`src/rtl/ps2_code_display_ctrl.sv`:
```
// rtl/ps2_code_display_ctrl.sv - PS/2 Set-2 scan-code assembler for a 4-digit hex display.
// Optional prefix timeout enabled by defining SCAN_TIMEOUT_EN.
module ps2_code_display_ctrl #(
    parameter int unsigned TIMEOUT_CYCLES = 2500000
) (
    input  logic        clk,
    input  logic        rst,
    input  logic [7:0]  in_data,
    input  logic        in_valid,
    input  logic        in_err,
    output logic [15:0] code,
    output logic        code_valid,
    output logic        ext,
    output logic        brk,
    output logic        err,
    output logic        busy
);

    typedef enum logic [1:0] {
        IDLE     = 2'd0,
        GOT_E0   = 2'd1,
        GOT_F0   = 2'd2,
        GOT_E0F0 = 2'd3
    } state_t;

    localparam logic [7:0] BYTE_E0 = 8'hE0;
    localparam logic [7:0] BYTE_F0 = 8'hF0;

    state_t      state_q, state_d;
    logic [15:0] code_q, code_d;
    logic        ext_q, ext_d;
    logic        brk_q, brk_d;
    logic        code_valid_q;
    logic        err_q;
    logic        busy_q;

    logic        publish;
    logic [15:0] pub_code;
    logic        pub_ext;
    logic        pub_brk;
    logic        err_now;
    logic        timeout;
    logic        is_e0;
    logic        is_f0;

    assign is_e0 = (in_data == BYTE_E0);
    assign is_f0 = (in_data == BYTE_F0);

`ifdef SCAN_TIMEOUT_EN
    localparam int CW = (TIMEOUT_CYCLES > 1) ? $clog2(TIMEOUT_CYCLES) : 1;
    logic [CW-1:0] tcnt_q, tcnt_d;

    // A byte arriving in the expiry cycle takes priority over the timeout.
    always_comb begin
        tcnt_d  = tcnt_q;
        timeout = 1'b0;
        if (in_valid || in_err || state_q == IDLE) begin
            tcnt_d = '0;
        end else if (tcnt_q == CW'(TIMEOUT_CYCLES - 1)) begin
            timeout = 1'b1;
            tcnt_d  = '0;
        end else begin
            tcnt_d = tcnt_q + 1'b1;
        end
    end

    always_ff @(posedge clk) begin
        if (rst) begin
            tcnt_q <= '0;
        end else begin
            tcnt_q <= tcnt_d;
        end
    end
`else
    assign timeout = 1'b0;
`endif

    always_ff @(posedge clk) begin
        if (rst) begin
            state_q      <= IDLE;
            code_q       <= 16'h0000;
            ext_q        <= 1'b0;
            brk_q        <= 1'b0;
            code_valid_q <= 1'b0;
            err_q        <= 1'b0;
            busy_q       <= 1'b0;
        end else begin
            state_q      <= state_d;
            code_q       <= code_d;
            ext_q        <= ext_d;
            brk_q        <= brk_d;
            code_valid_q <= publish;
            err_q        <= err_now;
            busy_q       <= (state_d != IDLE);
        end
    end

    always_comb begin
        state_d = state_q;
        if (in_err) begin
            state_d = IDLE;
        end else if (in_valid) begin
            if (is_e0) begin
                state_d = GOT_E0;
            end else if (is_f0) begin
                state_d = (state_q == GOT_E0) ? GOT_E0F0 : GOT_F0;
            end else begin
                state_d = IDLE;
            end
        end else if (timeout) begin
            state_d = IDLE;
        end
    end

    // in_err masks the byte; a repeated E0 inside GOT_E0 is tolerated.
    always_comb begin
        publish  = 1'b0;
        pub_code = 16'h0000;
        pub_ext  = 1'b0;
        pub_brk  = 1'b0;
        err_now  = 1'b0;
        if (in_err) begin
            err_now = 1'b1;
        end else if (in_valid) begin
            unique case (state_q)
                IDLE: begin
                    if (!is_e0 && !is_f0) begin
                        publish  = 1'b1;
                        pub_code = {8'h00, in_data};
                    end
                end
                GOT_E0: begin
                    if (!is_e0 && !is_f0) begin
                        publish  = 1'b1;
                        pub_code = {8'hE0, in_data};
                        pub_ext  = 1'b1;
                    end
                end
                GOT_F0, GOT_E0F0: begin
                    if (is_e0 || is_f0) begin
                        err_now = 1'b1;
                    end else begin
                        publish  = 1'b1;
                        pub_code = {8'hF0, in_data};
                        pub_ext  = (state_q == GOT_E0F0);
                        pub_brk  = 1'b1;
                    end
                end
                default: ;
            endcase
        end else if (timeout) begin
            err_now = 1'b1;
        end
        code_d = publish ? pub_code : code_q;
        ext_d  = publish ? pub_ext  : ext_q;
        brk_d  = publish ? pub_brk  : brk_q;
    end

    assign code       = code_q;
    assign code_valid = code_valid_q;
    assign ext        = ext_q;
    assign brk        = brk_q;
    assign err        = err_q;
    assign busy       = busy_q;

endmodule
```
`config.mk`:
```
export PLATFORM = sky130hd
export DESIGN_NAME = ps2_code_display_ctrl
export DESIGN_NICKNAME = d
export VERILOG_FILES = /design/src/rtl/ps2_code_display_ctrl.sv
export SDC_FILE = /design/constraint.sdc
export NUM_CORES = 1
export LEC_CHECK = 0
export ABC_AREA = 1
export CAP_MARGIN = 20
export CORE_MARGIN = 5
export CORE_UTILIZATION = 60
export DETAILED_ROUTE_END_ITERATION = 10
export DONT_BUFFER_PORTS = 1
export PLACE_DENSITY = 0.87
export SLEW_MARGIN = 5
export SYNTH_ARGS = -nofsm -noshare
export SYNTH_HDL_FRONTEND = slang
export SYNTH_SLANG_ARGS = --single-unit
```
`constraint.sdc`:
```
create_clock -name clk -period 3.3 [get_ports clk]
set_input_delay 0.66 -clock clk [delete_from_list [all_inputs] [get_ports clk]]
set_output_delay 0.66 -clock clk [all_outputs]
set_load 0.03 [all_outputs]
```
==> run summary <==
The run finished with clean final reports. The final count of hold timing violations is 0. After the flow finishes, the layout carries non-filler instances totaling 131. Setup violations remaining at the end of the flow were counted as 0. The first global-routing pass estimated 2350 um of wire. Of the cells placed in the final design, the portion with a size suffix greater than 1 is 0.0948. The worst setup path is of the reg -> out kind. The sink count of the clock tree came out at 16.

The warning count from the yosys run came out at 0. The worst setup path is captured at a primary output. The worst min-delay path class is in -> reg. The critical path required time is 2640 ps. The number of DRC markers in iteration 0 came out at 6. The residual antenna-violating net count after detailed routing came out at 0. The combinational power share came out at 0.107. Summed over all layers, the routed wires come to 1430 um. After clock tree synthesis, the clock-pin slew on the worst setup and hold paths is 90 ps. The antenna diode count came out at 0. The share of total power dissipated in the clock network is 0.267. The max-cap check violation count is 0. The total clock buffers created by CTS came out at 3.

The largest net degree at the start of global routing came out at 23. TritonCTS built the clock tree. The share of total power consumed by net switching is 0.314. The leakage power came out at 0.437 nW. For the pin with the worst max-slew slack, the measured transition is 868 ps.

The sum of negative setup slack is 0 ps. The y dimension of the die came out at 46.3 um. The number of max-slew violations in the final report came out at 0. The maximum resistive drop on vdd came out at 0.238 mV. The hold-fix buffer count after cts is 0. The number of different library cells used by synthesis comes to 14. The routed layout has 630 vias. The number of storage elements in the synthesis netlist is 16.

Setup repair after global routing left no endpoint under its margin. The I/O pin count is 33. Averaged over all synthesized cells, the footprint is 6.60 sq um.

The cell area after synthesis came out at 792 sq um. The number of fill cells in the layout came out at 113. The chip width came out at 46.3 um. The congestion estimate from routability-driven global placement came to 0.723. The clock latency of the later-clocked register in the worst-skew pair came out at 290 ps. The initial core utilization is 0.624. The H-tree level count is 1.

The via count of the first global-routing pass came out at 555. On the final layout, the worst hold slack is 432 ps. The shortest period the worst path allows is 1850 ps. After global routing the overflow that remains totals 0.

The placed cell count came out at 128. The placeable core region is 0.00127 sq mm. The count of nets after finishing came out at 130. The worst setup path is launched from a flop. The largest fanout on the critical path is 4. The number of antenna violations at the first check in global routing is 0. Dividing total power by cell area gives a power density of 492 mW/mm^2. The highest clock rate came out at 540 MHz.

For this run, the total global-route usage over all layers was measured as 0.157. The maximum clock skew at final layout is 5.00 ps. The average routed wire per standard cell came out at 10.9 um. The pre-antenna-repair detailed-routing pass consisted of 4 iterations. Row generation in the floorplan step produced 13 rows. The synthesis-to-finish area growth came out at -3.32%. The count of buffers added on input and output ports is 0.

Synthesis produced 120 cells. The setup fix buffers added after clock tree synthesis is 0. The portion of the clock cycle consumed by the worst path in the final layout is 0.561. The maximum clock insertion buffer count is 2. Headroom to the max-slew limit came out at 0.420. Data arrives at the worst endpoint at 1190 ps. The tree is rooted in a clkbuf_4.

The net switching power is 0.118 mW. The sequential share of power is 0.625. The internal power came out at 0.259 mW. In the routed layout, each cell is associated on average with a via count of 4.81. For this run, design rule violations remaining after detail routing come to 0. The HPWL reported at the end of detailed placement came out at 1080 um. The floorplan die area is 0.00215 sq mm. After clock tree synthesis, the repair step resized 0 gates.

The post-synthesis sequential area ratio is 0.404.
[power by group through the flow]
stage	combinational (mW)	sequential, mW	clock, mW
after floorplan	0.0498	0.234	0
after global placement	0.0384	0.241	0
after detailed placement	0.0403	0.241	0
after CTS	0.0406	0.236	0.102
after global routing	0.0473	0.238	0.113
final	0.0404	0.236	0.101
[sequential cells by signal, indices dropped and copies added, names as in the netlist]
name	flops
err	1
ext	1
code	10
state_q	2
code_valid	1
busy	1
[per-layer routing]
layer	up-vias	share of wire	track usage
met5	-	0	0
met4	0	0.026	0.102
met3	5	0.089	0.0508
met2	20	0.50	0.236
met1	283	0.38	0.188
li1	322	-	-
[area by class of cell]
class | count | area [sq um] | area share
Multi-Input combinational cell | 75 | 322 | 0.420
Sequential cell | 16 | 320 | 0.418
Inverter | 22 | 82.6 | 0.108
Clock buffer | 3 | 22.5 | 0.0294
Tap cell | 15 | 18.8 | 0.0245
[cells in the mapped netlist (all sizes together)]
library cell   n  share of area
or2            2          0.016
inv           22           0.10
conb           1         0.0047
dfxtp         16           0.40
nand4          1         0.0079
nor2          29           0.15
nand3          4          0.032
o21ai          1          0.021
nand2         34           0.16
buf           10           0.10
[final timing paths]
path | cells after the start | startpoint | slack (ps) | end
hold reg to reg | 2 | state_q[0] | 520 | ext
setup reg to reg | 4 | code[14] | 2000 | code[14]
hold / removal | 1 | rst | 430 | code_valid
setup / recovery | 0 | code[14] | 1450 | code[13]
[metrics by stage]
step                      power, mW  setup slack (ps)  utilization  instance area (sq um)
final                         0.377              1450        0.604                    766
after global routing          0.398              1390        0.604                    766
after CTS                     0.379              1450        0.604                    766
after detailed placement      0.281              1520        0.586                    743
after global placement        0.279              1610        0.586                    743
after floorplan               0.284              1800            -                    803
[worst reg2reg max path, stage by stage (launching register included)]
cell and delay [ps]:
dfxtp_1 900, inv_1 110, nand2_1 100, nand2_1 60, nor2_1 80
[placed cells by master, fill, tap and decap left out]
| master | count |
|---|---|
| or2_2 | 2 |
| clkbuf_4 | 3 |
| conb_1 | 4 |
| nor2_2 | 3 |
| nand3_2 | 1 |
| nand2_1 | 33 |
| nand2_2 | 1 |
| nand4_1 | 1 |
| inv_1 | 22 |
| o21ai_4 | 1 |
| dfxtp_1 | 16 |
| nor2_1 | 26 |
| nand3_1 | 3 |
[cell families after synthesis]
| family | after synthesis | share of synthesized area |
|---|---|---|
| DFF | 16 | 0.404 |
| AOI/OAI and AO/OA | 1 | 0.0205 |
| other | 1 | 0.00473 |
| buffers and inverters | 32 | 0.204 |
| and+or+nand+nor | 70 | 0.367 |
No activity file was read; power rests on OpenSTA's default activity.
